File: src/rtl/clock_divider_prog.sv
// Programmable integer clock divider with glitch-free divisor switch and start/stop.
// Optional CLKDIV_SYNC_EN adds sync_in for external phase restart.
module clock_divider_prog #(
  parameter int CNT_W       = 16,
  parameter int DEFAULT_DIV = 4
) (
  input  logic             clk_in,
  input  logic             rst,
  input  logic             en,
  input  logic [CNT_W-1:0] div_val,
  input  logic             div_load,
`ifdef CLKDIV_SYNC_EN
  input  logic             sync_in,
`endif
  output logic             clk_out,
  output logic             tick,
  output logic             div_ack,
  output logic             div_err,
  output logic             busy
);

  typedef enum logic [1:0] {
    STOP   = 2'd0,
    RUN    = 2'd1,
    SWITCH = 2'd2
  } state_t;

  state_t           state, n_state;
  logic [CNT_W-1:0] cnt, n_cnt;
  logic [CNT_W-1:0] act_n, n_act;
  logic [CNT_W-1:0] pend_n, n_pend;
  logic             pend_v, n_pv;
  logic             n_clk, n_tick, n_ack, n_err;
  logic             ld_ok, pv_eff, wrap;
  logic [CNT_W-1:0] pn_eff;
  logic             sync_edge;

`ifdef CLKDIV_SYNC_EN
  logic [2:0] sync_q;

  always_ff @(posedge clk_in or posedge rst) begin
    if (rst) sync_q <= '0;
    else     sync_q <= {sync_q[1:0], sync_in};
  end

  assign sync_edge = sync_q[1] & ~sync_q[2];
`else
  assign sync_edge = 1'b0;
`endif

  assign wrap = (cnt == act_n - CNT_W'(1));

  always_comb begin
    ld_ok   = div_load && (div_val >= CNT_W'(2));
    pv_eff  = ld_ok | pend_v;
    pn_eff  = ld_ok ? div_val : pend_n;
    n_state = state;
    n_cnt   = cnt;
    n_act   = act_n;
    n_pend  = pn_eff;
    n_pv    = pv_eff;
    n_tick  = 1'b0;
    n_ack   = 1'b0;
    n_err   = div_load && !ld_ok;
    unique case (state)
      STOP: begin
        n_cnt = '0;
        // A stopped divider has no period to protect, so loads apply at once
        if (ld_ok || (en && pend_v)) begin
          n_act = pn_eff;
          n_pv  = 1'b0;
          n_ack = 1'b1;
        end
        if (en) begin
          n_state = RUN;
          n_tick  = 1'b1;
        end
      end
      RUN, SWITCH: begin
        if (sync_edge) begin
          n_state = RUN;
          n_cnt   = '0;
          n_tick  = 1'b1;
        end else if (wrap) begin
          n_cnt = '0;
          if (!en) begin
            n_state = STOP;
          end else if (pv_eff) begin
            n_state = SWITCH;
            n_act   = pn_eff;
            n_pv    = 1'b0;
            n_ack   = 1'b1;
            n_tick  = 1'b1;
          end else begin
            n_state = RUN;
            n_tick  = 1'b1;
          end
        end else begin
          n_state = RUN;
          n_cnt   = cnt + CNT_W'(1);
        end
      end
      default: begin
        n_state = STOP;
        n_cnt   = '0;
      end
    endcase
    n_clk = (n_state != STOP) && (n_cnt < (n_act >> 1));
  end

  always_ff @(posedge clk_in or posedge rst) begin
    if (rst) begin
      state   <= STOP;
      cnt     <= '0;
      act_n   <= CNT_W'(DEFAULT_DIV);
      pend_n  <= '0;
      pend_v  <= 1'b0;
      clk_out <= 1'b0;
      tick    <= 1'b0;
      div_ack <= 1'b0;
      div_err <= 1'b0;
      busy    <= 1'b0;
    end else begin
      state   <= n_state;
      cnt     <= n_cnt;
      act_n   <= n_act;
      pend_n  <= n_pend;
      pend_v  <= n_pv;
      clk_out <= n_clk;
      tick    <= n_tick;
      div_ack <= n_ack;
      div_err <= n_err;
      busy    <= n_pv;
    end
  end

endmodule

File: config.mk
export PLATFORM = sky130hd
export DESIGN_NAME = clock_divider_prog
export DESIGN_NICKNAME = d
export VERILOG_FILES = /design/src/rtl/clock_divider_prog.sv
export SDC_FILE = /design/constraint.sdc
export NUM_CORES = 1
export LEC_CHECK = 0
export CORE_MARGIN = 2
export CORE_UTILIZATION = 45
export DETAILED_ROUTE_END_ITERATION = 10
export GPL_TIMING_DRIVEN = 0
export SYNTH_ARGS = -nofsm -noshare
export SYNTH_HDL_FRONTEND = slang
export SYNTH_SLANG_ARGS = --single-unit
File: constraint.sdc
create_clock -name clk_in -period 8.1 [get_ports clk_in]
set_input_delay 1.62 -clock clk_in [delete_from_list [all_inputs] [get_ports clk_in]]
set_output_delay 1.62 -clock clk_in [all_outputs]
set_load 0.01 [all_outputs]
==> results of run 1 <==
-- where the power goes --
part | switching, mW | internal [mW] | total, mW
sequential | 0.0709 | 0.341 | 0.412
clock | 0.0972 | 0.0939 | 0.191
combinational | 0.401 | 0.277 | 0.678
-- cell usage after synthesis (all sizes together) (2+ instances only) --
cell     instances  area share (%)
nand2b           2            0.36
and3             8             1.4
or3              3            0.54
mux2i           16             4.6
nor3b            3            0.65
nand3           10             1.4
nand4b           4             1.0
nor3             4            0.58
a2111oi          2            0.69
xor2            14             3.5
o2111ai          2            0.50
a21oi           12             1.7
nor2            29             3.1
clkbuf          15             1.6
buf              3            0.97
o21a             2            0.43
o21ai           23             4.0
o41ai            3             1.3
ha              18             6.5
nand2           29             3.1
a2bb2oi         14             3.5
nor4             8             2.1
o221ai           2            0.50
nand4            4            0.72
xnor2           16             4.0
o31ai            3            0.65
or4              9             2.1
a21o             4            0.87
inv             26             2.8
nor2b            5            0.90
dfrtp           54              39
o211ai           2            0.43
-- critical path: cells and delay by family --
family,cells,cell delay [ns]
and+or+nand+nor,3,0.90
muxes,1,0.45
AOI/OAI and AO/OA,6,1.39
buffers and inverters,3,1.63
adders and majority gates,1,0.26
-- state kept, by name (all words and copies together), names as in the netlist --
signal / cells
clk_out: 1
pend_n: 16
pend_v: 1
cnt: 16
act_n: 16
div_ack: 1
tick: 1
state: 2
div_err: 1
-- cell type report --
type / instances / area share (%)
timing repair buffer: 24 / 6.31
clock buffer: 5 / 1.74
tap: 102 / 3.22
inverter: 26 / 2.46
multi-input combinational: 265 / 48.0
sequential: 55 / 34.8
buffer: 18 / 2.27
clock inverter: 3 / 1.20
-- metrics by stage --
step,cells,setup WS [ns],util [%]
after global placement,489,1.80,50.3
final,498,2.08,52.1
after detailed placement,490,1.79,50.6
after CTS,498,2.11,52.1
after floorplan,364,3.06,-
after global routing,498,1.67,52.1
-- kinds of logic (layout without fill, tap and decap cells) --
family,count (synthesis),after routing
xor gates and xnor gates,30,30
and+or+nand+nor,124,124
buffers and inverters,44,76
muxes,17,17
AOI/OAI and AO/OA,76,76
DFF,55,55
adders and majority gates,18,18
-- worst max-delay path by stage --
stage                                   end  slack [ns]
after floorplan           clk_out$_DFF_PP0_        3.06
final                     clk_out$_DFF_PP0_        2.08
after detailed placement  clk_out$_DFF_PP0_        1.79
after global placement    clk_out$_DFF_PP0_        1.80
after CTS                 clk_out$_DFF_PP0_        2.11
after global routing      clk_out$_DFF_PP0_        1.67
-- per-layer routing --
layer  vias to the layer above  global-route usage (%)
met1                      1359                    28.9
met2                        53                    36.3
met5                         -                       0
met4                         0                    5.97
met3                        11                    3.94
li1                       1370                       -
==> impl_metrics.csv, run 1 <==
group,metric,value,unit
status,status,"finished clean",
placement,place_hpwl,6.60,mm
routing,dr.pass1.iters,4,
yosys,synth-seq-cells,55,
floorplan,die_width,91.8,um
yosys,yosysWarnings,0,
yosys,synthSimpleGateAreaFrac,19.5,%
timing,relSlewSlack,50.9,%
cells_and_area,n_fill_cell,731,
critical_path,critPathLaunchType,"input port",
worst_hold_path,whs_path_depth,1,
floorplan,io_pins,25,
critical_path,path_cells,"clkdlybuf4s50_1, or4_1, o41ai_1, clkbuf_1, clkbuf_1, mux2i_1, a2bb2oi_1, ha_1, a21oi_1, nor2b_1, o21ai_0, a21boi_0, nor4_1, o21a_1",
routing,met3_length,335,um
pwr,ir_worst_vdd,0.000127,V
timing,tns,0,ns
critical_path,reg2reg_setup_slack,2.90,ns
cells_and_area,layout_common_cells,"dfrtp_1, nand2_1, nor2_1",
routing,top_layer,"met4",
timing,worstMarginPinSlew,0.737,ns
timing,period_needed,6.02,ns
cells_and_area,diodes,0,
floorplan,coreArea,7610,um2
worst_hold_path,min_to,"pend_n[0]$_DFF_PP0_",
critical_path,cp.arrival,6.27,ns
floorplan,start_util,45.6,%
critical_path,reg2reg_from,"act_n[0]$_DFFE_PP0P_",
floorplan,die_area,8430,um2
routing,vias,2793,
yosys,synth_edf_count,0,
timing,rsz0062_at_grt,"false",
routing,avgRoutedWirePerCell,17.0,um
clock_tree,root_buffer,"clkbuf_8",
critical_path,worstRegToRegCells,17,
timing,fin_skew,0.00462,ns
global_route,grt_pass1_wl,14.2,mm
routing,ant_nets,0,
routing,met2WireLength,4.04,mm
timing,setup_viol,0,
clock_tree,cts.clk_slew.worst_paths,0.10,ns
clock_tree,cts_resized,0,
floorplan,num_rows,32,
routing,routed_wl,8.49,mm
worst_hold_path,hold_path_class,"reg -> reg",
cells_and_area,syn2layout_area_growth,14.2,%
floorplan,die_h,91.8,um
critical_path,crit_fanout,10,
timing,holdWs,0.514,ns
timing,post-route-period-util,74.3,%
critical_path,cpMostUsedCell,"clkbuf_1",
routing,wl_met1,3.96,mm
pwr,p_total,1.28,mW
routing,first_iter_violations,115,
placement,place_area,3850,um2
global_route,grt_use_total,21.7,%
yosys,ys_seq_area_share,39.7,%
critical_path,endpoint_kind,"flop",
yosys,synth_area,3470,um2
routing,drcViolationCount,0,
yosys,synthMuxAreaShare,4.94,%
global_route,antenna_found_initial,0,
placement,io_buffers,23,
yosys,synth_cells,364,
timing,hold_violations,0,
global_route,grt_pass1_vias,2729,
clock_tree,cts_setup_buffers,0,
yosys,synth_top_family_by_area,"simple AND/OR/NAND/NOR gates",
yosys,synth_xor_area_share,7.57,%
cells_and_area,final_common_cell,"dfrtp_1",
global_route,grt_max_degree,33,
cells_and_area,fin_area,3960,um2
clock_tree,clock_sinks,55,
global_route,grt_overflow,0,
clock_tree,cts_hold_buf,0,
clock_tree,ctsHtreeMaxLevel,2,
critical_path,critPathMaxStageDelay,0.63,ns
cells_and_area,fin_nets,433,
yosys,synth_ff_type,"dfrtp_1",
timing,max_freq,0.166,GHz
cells_and_area,layout.area.seq,1380,um2
run,max_cap_viol_count,0,
pwr,p_leak,1.78,nW
worst_hold_path,worstHoldStart,"pend_n[0]$_DFF_PP0_",
yosys,yosysUniqueCellTypes,54,
yosys,synth-compound-area-share,16.4,%
yosys,syn_area_per_cell,9.53,um2
critical_path,crit_type,"in -> reg",
critical_path,startpoint,"div_val[15]",
critical_path,r2r_end,"clk_out$_DFF_PP0_",
pwr,p_per_area,323,nW/um2
routing,via_per_inst,5.61,
clock_tree,worstSkewPairLatency,0.31,ns
clock_tree,cts_tree,"built",
critical_path,crit_slowest_cell,"clkbuf_1",
critical_path,cp.required,8.36,ns
clock_tree,clockBufferDepth,2,
placement,globalplace.congestion,0.846,
yosys,synthAdderAreaFrac,6.49,%
cells_and_area,drive_gt1_share,6.82,%
yosys,synth_nets,402,
cells_and_area,multi_input_area,1900,um2
clock_tree,cts_made_buffers,5,
yosys,async_flop_share,100,%
timing,finalMaxSlewViolations,0,
Note: power is estimated with default switching activity, not from simulation.
==> run 2, diff against run 1 <==
- clock period: 8.1 -> 5.9 ns (I/O delays scaled with it)
==> run 2 against run 1 <==
  * Combinational power up 37%
  * Routed wire length barely moved
  * Sequential share of layout area about the same
  * Setup slack got worse by 1.7 ns
  * Global-route usage is the same
  * Register-to-register slack worse by 2.2 ns
  * Utilization barely moved
  * Sequential power rose by 37%
  * Clock power up 39%
  * First-iteration DRC count down 7.0%
  * Largest cell class unchanged
  * Highest routed layer unchanged
==> impl_metrics.csv, run 2 (synthesis gave the netlist of run 1 again) <==
group,metric,value,unit
placement,place_area,3850,um2
timing,rsz0062_at_grt,"false",
worst_hold_path,hold_path_class,"reg -> reg",
floorplan,start_util,45.6,%
critical_path,endpoint_kind,"flop",
timing,finalMaxSlewViolations,0,
critical_path,cp.required,6.16,ns
global_route,grtUsageMet2,36.3,%
cells_and_area,fin_area,3970,um2
timing,layout_setup_ws,0.421,ns
routing,dr.pass1.iters,4,
timing,tns,0,ns
placement,dp_slack,0.0321,ns
clock_tree,cts_tree,"built",
global_route,use_met3,3.94,%
routing,via_per_inst,5.62,
floorplan,num_rows,32,
cells_and_area,instances_no_fill,498,
clock_tree,cts_hold_buf,0,
critical_path,worstRegToRegCells,17,
pwr,p_total,1.76,mW
global_route,grt_pass1_vias,2729,
global_route,grt_pass1_wl,14.2,mm
critical_path,crit_fanout,10,
clock_tree,cts_setup_buffers,0,
critical_path,critPathMaxStageDelay,0.58,ns
clock_tree,ctsHtreeMaxLevel,2,
routing,avgRoutedWirePerCell,17.1,um
timing,holdWs,0.514,ns
timing,post-route-period-util,92.9,%
cells_and_area,n_fill_cell,732,
cells_and_area,diodes,0,
cells_and_area,layout_common_cells,"dfrtp_1, nand2_1, nor2_1",
routing,ant_nets,0,
clock_tree,worstSkewPairLatency,0.31,ns
critical_path,crit_cells,15,
pwr,switching_power,783,uW
placement,io_buffers,23,
global_route,busiest_layer,"met2",
placement,place_inst,490,
cells_and_area,reg_top3,"act_n x16, cnt x16, pend_n x16",
global_route,grt_use_total,21.7,%
timing,period_needed,5.48,ns
floorplan,io_pins,25,
floorplan,die_width,91.8,um
cells_and_area,drive_gt1_share,7.07,%
global_route,antenna_found_initial,0,
placement,place_hpwl,6.60,mm
global_route,grt_overflow,0,
floorplan,coreArea,7610,um2
clock_tree,cts.clk_slew.worst_paths,0.11,ns
critical_path,cp.arrival,5.74,ns
global_route,grt_max_degree,33,
routing,routed_wl,8.49,mm
routing,vias,2797,
critical_path,path_cells,"clkdlybuf4s50_1, or4_1, o41ai_1, clkbuf_1, a21oi_1, o21ai_2, clkbuf_1, a2bb2oi_1, ha_1, a21o_1, a21o_1, a21oi_1, o221ai_1, nor4_1, o21a_1",
worst_hold_path,whs_path_depth,1,
timing,setup_viol,0,
pwr,swShare,44.5,%
timing,fin_skew,0.00511,ns
pwr,p_per_area,444,nW/um2
pwr,ir_worst_vdd,0.000175,V
pwr,internal_power,977,uW
clock_tree,cts_made_buffers,5,
critical_path,critPathTopFamily,"compound AO/OA/AOI/OAI gates",
critical_path,critPathBufInv,3,
critical_path,crit_slowest_cell,"clkbuf_1",
timing,worstMarginPinSlew,0.735,ns
placement,globalplace.congestion,0.846,
status,status,"finished clean",
floorplan,die_area,8430,um2
clock_tree,clockBufferDepth,2,
clock_tree,root_buffer,"clkbuf_8",
run,max_cap_viol_count,0,
timing,relSlewSlack,50.5,%
pwr,p_clk_share,15.1,%
cells_and_area,final_common_cell,"dfrtp_1",
pwr,p_leak,1.79,nW
clock_tree,clock_sinks,55,
global_route,use_met1,28.9,%
cells_and_area,fin_nets,433,
pwr,seqPwrFrac,32.2,%
cells_and_area,utilization,52.1,%
floorplan,die_h,91.8,um
timing,max_freq,0.183,GHz
critical_path,crit_type,"in -> reg",
critical_path,critPathLaunchType,"input port",
routing,first_iter_violations,107,
routing,drcViolationCount,0,
timing,hold_violations,0,
pwr,p_comb_share,52.8,%
cells_and_area,syn2layout_area_growth,14.3,%
run 2: cell count changes in the layout (fill, tap and decap cells not counted):
cell,delta
clkbuf_1,-1
clkbuf_2,+1
run 2: timing repair:
| item | in CTS | in global routing |
|---|---|---|
| gates resized for setup | 0 | 2 |
| setup endpoints to repair | 0 | 1 |
| hold endpoints to repair | 0 | 0 |
run 2: worst paths after layout:
path / from / to / slack, ns
max: div_val[15] / clk_out$_DFF_PP0_ / 0.42
min: pend_n[0]$_DFF_PP0_ / pend_n[0]$_DFF_PP0_ / 0.51
max reg2reg: act_n[0]$_DFFE_PP0P_ / clk_out$_DFF_PP0_ / 0.69
min reg2reg: pend_n[0]$_DFF_PP0_ / pend_n[0]$_DFF_PP0_ / 0.51
max in group asynchronous: rst / cnt[5]$_DFF_PP0_ / 4.14
min in group asynchronous: rst / pend_n[5]$_DFF_PP0_ / 1.21
run 2: final cells by class:
type / instances / area, um2 / share of cell area, %
clock inverter: 3 / 47.5 / 1.20
inverter: 26 / 97.6 / 2.46
tap: 102 / 128 / 3.22
clock buffer: 5 / 68.8 / 1.74
buffer: 18 / 91.3 / 2.30
multi-input combinational: 265 / 1900 / 48.0
sequential: 55 / 1380 / 34.7
timing repair buffer: 24 / 250 / 6.31
run 2: per-layer routing:
metal / share of wire [%] / vias up
li1: - / 1372
met1: 47 / 1352
met2: 48 / 64
met3: 4.0 / 9
met4: 1.7 / 0
met5: 0 / -
run 2: power groups by stage:
stage | Sequential [mW] | Clock [mW] | Combinational (mW)
detailed placement | 0.572 | 0 | 0.917
floorplan | 0.543 | 0 | 0.701
finish | 0.566 | 0.265 | 0.929
global placement | 0.568 | 0 | 0.901
global route | 0.581 | 0.285 | 1.05
CTS | 0.564 | 0.273 | 0.927
run 2: worst reg2reg max path: stages, from the launching register on:
cell and delay, ns:
dfrtp_1 0.44, inv_1 0.10, ha_1 0.19, or3b_1 0.44
or4_1 0.49, a2111oi_0 0.42, nand4b_1 0.33, nor4_2 0.58
o21ai_2 0.26, clkbuf_1 0.28, a2bb2oi_1 0.24, ha_1 0.27
a21o_1 0.18, a21o_1 0.17, a21oi_1 0.20, o221ai_1 0.13
nor4_1 0.26, o21a_1 0.17
==> run 3, diff against run 2 <==
--- a/config.mk
+++ b/config.mk
@@ -7,2 +7,3 @@
 export LEC_CHECK = 0
+export ABC_CLOCK_PERIOD_IN_PS = 5900
 export CORE_MARGIN = 2
==> constraint.sdc (replaced) <==
create_clock -name clk_in -period 5.9 [get_ports clk_in]
set_input_delay 0.885 -clock clk_in [delete_from_list [all_inputs] [get_ports clk_in]]
set_output_delay 0.885 -clock clk_in [all_outputs]
set_load 0.01 [all_outputs]
==> results of run 3 <==
The final DEF is identical to that of run 1. Status: finished clean.
Main changes from that run: setup slack after placement 1.79 ns -> 0.327 ns; setup slack after layout 2.08 ns -> 0.619 ns; register-to-register setup slack 2.90 ns -> 0.70 ns; total power 1.28 mW -> 1.76 mW; worst IR drop on VDD 0.000127 V -> 0.000174 V
